### src/rtl/miner_csr_bridge.sv
// Avalon-MM register bridge and job sequencer for the SHA3-256 miner core.
// Latency: writes take effect on the next clk edge; reads return data 1 cycle after avs_read.
// Backpressure: none, the slave accepts every access and always answers with fixed latency 1.
//
// Ports:
//   clk, rst                    clock, synchronous active-high reset
//   avs_*                       HPS lightweight Avalon-MM slave (5-bit word address)
//   header/difficulty/
//   start_nonce/control         active job driven to the miner; control[0] is run
//   solution/status/miner_irq   miner results and match/halt indication
//   irq                         host interrupt (irq_pending & irq_enable)
//
// Build option: define MINER_CSR_JOBQ_EN to add a one-deep job queue. A start
// received while RUN is then parked and launched automatically on the next capture.
module miner_csr_bridge #(
  parameter int unsigned STOP_CYCLES = 4
) (
  input  logic         clk,
  input  logic         rst,
  input  logic [4:0]   avs_address,
  input  logic         avs_write,
  input  logic [31:0]  avs_writedata,
  input  logic         avs_read,
  output logic [31:0]  avs_readdata,
  output logic         avs_readdatavalid,
  output logic [255:0] header,
  output logic [255:0] difficulty,
  output logic [63:0]  start_nonce,
  output logic [18:0]  control,
  input  logic [63:0]  solution,
  input  logic [6:0]   status,
  input  logic         miner_irq,
  output logic         irq
);

  localparam logic [1:0] S_IDLE    = 2'd0;
  localparam logic [1:0] S_QUIESCE = 2'd1;
  localparam logic [1:0] S_RUN     = 2'd2;
  localparam logic [1:0] S_FOUND   = 2'd3;

  // Shadow registers written by the host
  logic [255:0] hdr_sh_q, diff_sh_q;
  logic [63:0]  nonce_sh_q;
  logic [18:1]  ctrl_sh_q;
  logic         irq_en_q;

  // Active job and sequencer state
  logic [255:0] hdr_q, hdr_d, diff_q, diff_d;
  logic [63:0]  nonce_q, nonce_d, sol_q, sol_d;
  logic [18:1]  ctrl_q, ctrl_d;
  logic [1:0]   fsm_q, fsm_d;
  logic [3:0]   cnt_q, cnt_d;
  logic [31:0]  found_q, found_d;
  logic         pend_q, pend_d;
  logic [31:0]  rdata_q, rd_mux;
  logic         rvld_q;
  logic         queued;

  logic wr_cmd, start_cmd, stop_cmd, clr_cmd, start_now;

  assign wr_cmd    = avs_write && (avs_address == 5'd19);
  // A combined start+stop is treated as a plain stop.
  assign stop_cmd  = wr_cmd && avs_writedata[1];
  assign start_cmd = wr_cmd && avs_writedata[0] && !avs_writedata[1];
  assign clr_cmd   = wr_cmd && avs_writedata[2];

`ifdef MINER_CSR_JOBQ_EN
  logic [255:0] qhdr_q, qhdr_d, qdiff_q, qdiff_d;
  logic [63:0]  qnonce_q, qnonce_d;
  logic [18:1]  qctrl_q, qctrl_d;
  logic         queued_q, queued_d;

  assign queued    = queued_q;
  // In RUN a start is parked in the queue instead of restarting the engine.
  assign start_now = start_cmd && (fsm_q != S_RUN);
`else
  assign queued    = 1'b0;
  assign start_now = start_cmd;
`endif

  // Host-side shadow registers
  always_ff @(posedge clk) begin
    if (rst) begin
      hdr_sh_q   <= '0;
      diff_sh_q  <= '0;
      nonce_sh_q <= '0;
      ctrl_sh_q  <= '0;
      irq_en_q   <= 1'b0;
    end else if (avs_write) begin
      case (avs_address[4:3])
        2'b00: hdr_sh_q[{avs_address[2:0], 5'd0} +: 32]  <= avs_writedata;
        2'b01: diff_sh_q[{avs_address[2:0], 5'd0} +: 32] <= avs_writedata;
        2'b10: begin
          case (avs_address[2:0])
            3'd0:    nonce_sh_q[31:0]  <= avs_writedata;
            3'd1:    nonce_sh_q[63:32] <= avs_writedata;
            3'd2:    ctrl_sh_q         <= avs_writedata[18:1];
            3'd7:    irq_en_q          <= avs_writedata[0];
            default: ;
          endcase
        end
        default: ;
      endcase
    end
  end

  // Sequencer next state
  always_comb begin
    fsm_d   = fsm_q;
    cnt_d   = cnt_q;
    hdr_d   = hdr_q;
    diff_d  = diff_q;
    nonce_d = nonce_q;
    ctrl_d  = ctrl_q;
    sol_d   = sol_q;
    found_d = found_q;
    pend_d  = pend_q && !clr_cmd;
`ifdef MINER_CSR_JOBQ_EN
    qhdr_d   = qhdr_q;
    qdiff_d  = qdiff_q;
    qnonce_d = qnonce_q;
    qctrl_d  = qctrl_q;
    queued_d = queued_q;
`endif
    if (stop_cmd) begin
      fsm_d = S_IDLE;
`ifdef MINER_CSR_JOBQ_EN
      queued_d = 1'b0;
`endif
    end else if (start_now) begin
      hdr_d   = hdr_sh_q;
      diff_d  = diff_sh_q;
      nonce_d = nonce_sh_q;
      ctrl_d  = ctrl_sh_q;
      cnt_d   = 4'(STOP_CYCLES);
      fsm_d   = S_QUIESCE;
`ifdef MINER_CSR_JOBQ_EN
      // The fresh commit supersedes any parked job.
      queued_d = 1'b0;
`endif
    end else begin
      case (fsm_q)
        S_QUIESCE: begin
          cnt_d = cnt_q - 4'd1;
          if (cnt_q == 4'd1) fsm_d = S_RUN;
        end
        S_RUN: begin
          if (miner_irq) begin
            sol_d   = solution;
            found_d = found_q + 32'd1;
            pend_d  = 1'b1;     // capture beats a coincident irq_clear
            fsm_d   = S_FOUND;
`ifdef MINER_CSR_JOBQ_EN
            if (queued_q) begin
              hdr_d    = qhdr_q;
              diff_d   = qdiff_q;
              nonce_d  = qnonce_q;
              ctrl_d   = qctrl_q;
              cnt_d    = 4'(STOP_CYCLES);
              fsm_d    = S_QUIESCE;
              queued_d = 1'b0;
            end
`endif
          end
`ifdef MINER_CSR_JOBQ_EN
          if (start_cmd) begin
            qhdr_d   = hdr_sh_q;
            qdiff_d  = diff_sh_q;
            qnonce_d = nonce_sh_q;
            qctrl_d  = ctrl_sh_q;
            queued_d = 1'b1;
          end
`endif
        end
        default: ;
      endcase
    end
  end

  always_ff @(posedge clk) begin
    if (rst) begin
      fsm_q   <= S_IDLE;
      cnt_q   <= '0;
      hdr_q   <= '0;
      diff_q  <= '0;
      nonce_q <= '0;
      ctrl_q  <= '0;
      sol_q   <= '0;
      found_q <= '0;
      pend_q  <= 1'b0;
      rdata_q <= '0;
      rvld_q  <= 1'b0;
    end else begin
      fsm_q   <= fsm_d;
      cnt_q   <= cnt_d;
      hdr_q   <= hdr_d;
      diff_q  <= diff_d;
      nonce_q <= nonce_d;
      ctrl_q  <= ctrl_d;
      sol_q   <= sol_d;
      found_q <= found_d;
      pend_q  <= pend_d;
      rdata_q <= avs_read ? rd_mux : 32'd0;
      rvld_q  <= avs_read;
    end
  end

`ifdef MINER_CSR_JOBQ_EN
  always_ff @(posedge clk) begin
    if (rst) begin
      qhdr_q   <= '0;
      qdiff_q  <= '0;
      qnonce_q <= '0;
      qctrl_q  <= '0;
      queued_q <= 1'b0;
    end else begin
      qhdr_q   <= qhdr_d;
      qdiff_q  <= qdiff_d;
      qnonce_q <= qnonce_d;
      qctrl_q  <= qctrl_d;
      queued_q <= queued_d;
    end
  end
`endif

  // Read mux sees pre-write state, so a same-cycle write is not reflected.
  always_comb begin
    rd_mux = 32'd0;
    case (avs_address[4:3])
      2'b00: rd_mux = hdr_sh_q[{avs_address[2:0], 5'd0} +: 32];
      2'b01: rd_mux = diff_sh_q[{avs_address[2:0], 5'd0} +: 32];
      2'b10: begin
        case (avs_address[2:0])
          3'd0:    rd_mux = nonce_sh_q[31:0];
          3'd1:    rd_mux = nonce_sh_q[63:32];
          3'd2:    rd_mux = {13'd0, ctrl_sh_q, 1'b0};
          3'd4:    rd_mux = {14'd0, queued, pend_q, fsm_q, 7'd0, status};
          3'd5:    rd_mux = sol_q[31:0];
          3'd6:    rd_mux = sol_q[63:32];
          3'd7:    rd_mux = {31'd0, irq_en_q};
          default: rd_mux = 32'd0;
        endcase
      end
      default: rd_mux = (avs_address == 5'd24) ? found_q : 32'd0;
    endcase
  end

  assign avs_readdata      = rdata_q;
  assign avs_readdatavalid = rvld_q;
  assign header            = hdr_q;
  assign difficulty        = diff_q;
  assign start_nonce       = nonce_q;
  // run is high only while the job is executing or frozen on a solution
  assign control           = {ctrl_q, (fsm_q == S_RUN) || (fsm_q == S_FOUND)};
  assign irq               = pend_q && irq_en_q;

endmodule

### config.mk
export PLATFORM = sky130hd
export DESIGN_NAME = miner_csr_bridge
export DESIGN_NICKNAME = d
export VERILOG_FILES = /design/src/rtl/miner_csr_bridge.sv
export SDC_FILE = /design/constraint.sdc
export NUM_CORES = 2
export LEC_CHECK = 0
export ABC_CLOCK_PERIOD_IN_PS = 4950
export CORE_MARGIN = 1.5
export CORE_UTILIZATION = 55
export CTS_CLUSTER_SIZE = 40
export DETAILED_ROUTE_END_ITERATION = 10
export PLACE_DENSITY_LB_ADDON = 0.12
export RECOVER_POWER = 50
export REMOVE_ABC_BUFFERS = 1
export SYNTH_ARGS = -nofsm -noshare
export SYNTH_HDL_FRONTEND = slang
export SYNTH_SLANG_ARGS = --single-unit
### constraint.sdc
create_clock -name clk -period 4.95 [get_ports clk]
set_clock_uncertainty 0.1 [all_clocks]
set_input_delay 0.495 -clock clk [delete_from_list [all_inputs] [get_ports clk]]
set_output_delay 0.495 -clock clk [all_outputs]
set_load 0.01 [all_outputs]
==> key figures <==
Critical path
  – Worst Setup End Kind: flip-flop
  – Worst R2R End: sol_q[5]$_SDFFE_PP0P_
  – Crit-path max cell delay: 1.54 ns
  – R2r setup slk: 1.47 ns
  – Startpoint types: input pin
  – Worst path slowest cell: clkbuf_1
  – Critical Path AT: 4.82 ns
  – Worst Path Required: 5.51 ns
  – Critical R2R Launch: fsm_q[1]$_SDFFE_PP0P_
  – Worst setup path start: avs_address[1]
  – Critical path endpoint: hdr_sh_q[209]$_SDFFE_PP0P_
  – Critical path type: input pin to flip-flop
  – CP Max Fanout: 23
  – Critical-path cell list: dlygate4sd3_1, inv_1, buf_4, ha_1, ha_1, nor3b_2, clkbuf_1, nand2_1, nor2_1, a21oi_1, nor2_1
  – Register-to-Register Path Depth: 5

Logic synthesis
  – Sequential cell area fraction in the yosys report: 51.0%
  – Area leader, netlist: dfxtp_1
  – Post-Syn Instances: 6799
  – Ys flop type: dfxtp_1
  – Syn Area/Cell: 7.66 um^2
  – Cell Area, Synth: 52100 um^2
  – Post-synth cell types: 60
  – Synth async-reset ratio: 0%
  – Area share of the largest cell type after synthesis: 51.0%
  – Post-synth EDFFs: 0
  – Top post-synthesis cells by area: dfxtp_1 (51%), nand2_1 (15%), a21oi_1 (12%)
  – Register bit total from synthesis: 1325
  – Synth warn: 0

Timing
  – Slew Viols, Final: 620
  – Hold Vio Cnt, Final: 0
  – Final period util: 86.1%
  – RSZ-0062 raised after global routing: false
  – Setup TNS: 0 ns
  – Setup slack after layout: 0.691 ns
  – Max Clock Freq: 235 MHz
  – Slew Limit Headroom: -62.9%
  – Min cycle time layout: 4.26 ns
  – Final setup fails: 0
  – Worst Tran Pin Value: 2.44 ns

Power and ir drop
  – Total design power: 22.1 mW
  – Cell area power density: 344 nW/um^2
  – Maximum VDD drop: 333 uV
  – Lkg Pwr: 23.9 nW

CTS
  – Sink Count: 1325
  – Clock root cell: clkbuf_16
  – Post-CTS setup buffers: 0
  – H-tree depth: 4
  – TritonCTS buffer count: 137
  – Clock Path Buffers: 3
  – CTS tree: built
  – Clock Latency Late Sink: 0.74 ns
  – Clock transition at the registers of the reported paths: 0.06 ns
  – PostCTS Resize Cnt: 0
  – # hold bufs at CTS: 0

Die
  – Starting Density: 55.6%
  – IO Count: 742
  – Row Count: 112
  – DIE AREA: 96500 um^2
  – Die height: 311 um
  – Die Wd: 311 um
  – Core area: 93600 um^2

Global route
  – First-pass GRT wire length: 293000 um
  – Total track usage: 39.7%
  – Largest net degree at the start of global routing: 205
  – Antenna violations before repair: 17
  – Grt ovf: 0
  – Vias in the first global route: 47200

Layout
  – Fin util: 68.6%
  – Final instance area: 64300 um^2
  – Area Growth Syn to Fin: 23.5%
  – Most frequent cells in the layout: nand2_1 (2033), dfxtp_1 (1325), a21oi_1 (1264)
  – Commonest non-fill, non-tap cell in the layout: nand2_1
  – Layout Nets: 7329
  – Share of layout cells above drive strength 1: 5.57%

Routing
  – DRT antenna net count: 0
  – Initial DRT Pass Iterations: 11
  – DR iter-0 viols: 6620
  – Via Count: 51100
  – DRC violations left: 11
  – Post-DR wirelength/cell: 23.4 um
  – Via density per instance: 5.96
  – WL final: 200000 um

Placement
  – Buffers on Ports: 741
  – HPWL after DPL: 131000 um
  – RePlAce Congestion: 0.907
  – Pre-CTS setup slack: 0.670 ns
  – Placed cell area: 59800 um^2

Status
  – Failing checks: DRC, capacitance limit, slew limit
  – Outcome: complete, but fails checks

Run
  – Maxcap violations: 13

Worst hold path
  – Worst Hold Class: input pin to flip-flop
[cell families (layout without fill, tap and decap cells)]
kind of cell / count (synthesis) / after routing / share of synthesized area [%]
other: 0 / 13 / 0
multiplexers: 232 / 232 / 4.80
AO/OA/AOI/OAI: 1485 / 1485 / 15.2
flip-flops: 1325 / 1325 / 51.0
buffers and inverters: 593 / 1103 / 4.88
XOR/XNOR: 19 / 19 / 0.320
AND/OR/NAND/NOR: 3136 / 3136 / 23.6
adder cells (fa/ha/maj): 9 / 9 / 0.216
[through the flow]
| stage | cells | hold WS (ns) |
|---|---|---|
| after floorplan | 6221 | 0.327 |
| after global placement | 8322 | 0.340 |
| after detailed placement | 8322 | 0.343 |
| after CTS | 8563 | 0.0646 |
| after global routing | 8576 | 0.116 |
| final | 8576 | 0.118 |
[sequential cells by signal, summed over array words and instances, names as in the netlist]
signal	flops
avs_readdata	32
avs_readdatavalid	1
cnt_q	4
ctrl_q	18
ctrl_sh_q	18
diff_sh_q	256
difficulty	256
found_q	32
fsm_q	2
hdr_sh_q	256
header	256
irq_en_q	1
nonce_sh_q	64
pend_q	1
sol_q	64
start_nonce	64
[power by group]
group          internal (mW)  switching [mW]  leakage, nW  total [mW]
Combinational          0.234           0.764         11.0       0.999
Clock                   6.06            4.32         2.23        10.4
Sequential              10.7          0.0164         10.7        10.7
Total                   17.0            5.10         23.9        22.1
[Yosys cell counts, types with 10 or more instances]
cell and number:
a21oi_1 1265, a31oi_1 33, o21ai_0 29, o22ai_1 46
nor2_1 867, o41ai_1 23, inv_1 14, o21ai_1 10
nand4_1 17, a32oi_1 23, nand3_1 120, buf_1 46
nand2_1 2039, mux2_2 49, and2_1 15, clkbuf_1 327
buf_2 192, or3_1 12, xnor2_1 12, nor3_1 17
dfxtp_1 1325, mux2i_1 174, a222oi_1 32, and3_1 10
[layer usage]
layer	track usage (%)	wire length, um
met5	0	35
met4	26.6	14200
met3	10.0	23400
met2	60.3	88200
met1	49.9	74400
[worst max-delay path: cells and delay by family]
family / cells / cell delay [ns]
buf+inv: 4 / 2.33
fa+ha+maj: 2 / 0.79
compound gates: 1 / 0.06
simple gates: 4 / 1.10
[cell type report]
| cell class | count | area, um^2 |
|---|---|---|
| fill | 8005 | 29300 |
| sequential | 1325 | 26500 |
| multi-input combinational | 4881 | 23200 |
| timing repair buffer | 847 | 8370 |
| clock buffer | 206 | 4160 |
| tap | 1254 | 1570 |
| clock inverter | 35 | 347 |
| inverter | 15 | 56.3 |
| antenna | 13 | 32.5 |
[worst min-delay path by stage]
stage	from	to	cells past startpoint
6_report	rst	diff_sh_q[15]$_SDFFE_PP0P_	2
5_1_grt	rst	diff_sh_q[111]$_SDFFE_PP0P_	2
4_1_cts	rst	hdr_sh_q[111]$_SDFFE_PP0P_	2
3_5_place_dp	sol_q[8]$_SDFFE_PP0P_	sol_q[8]$_SDFFE_PP0P_	2
3_3_place_gp	sol_q[7]$_SDFFE_PP0P_	sol_q[7]$_SDFFE_PP0P_	2
2_1_floorplan	sol_q[10]$_SDFFE_PP0P_	sol_q[10]$_SDFFE_PP0P_	2
(Power assumes the default switching activity.)
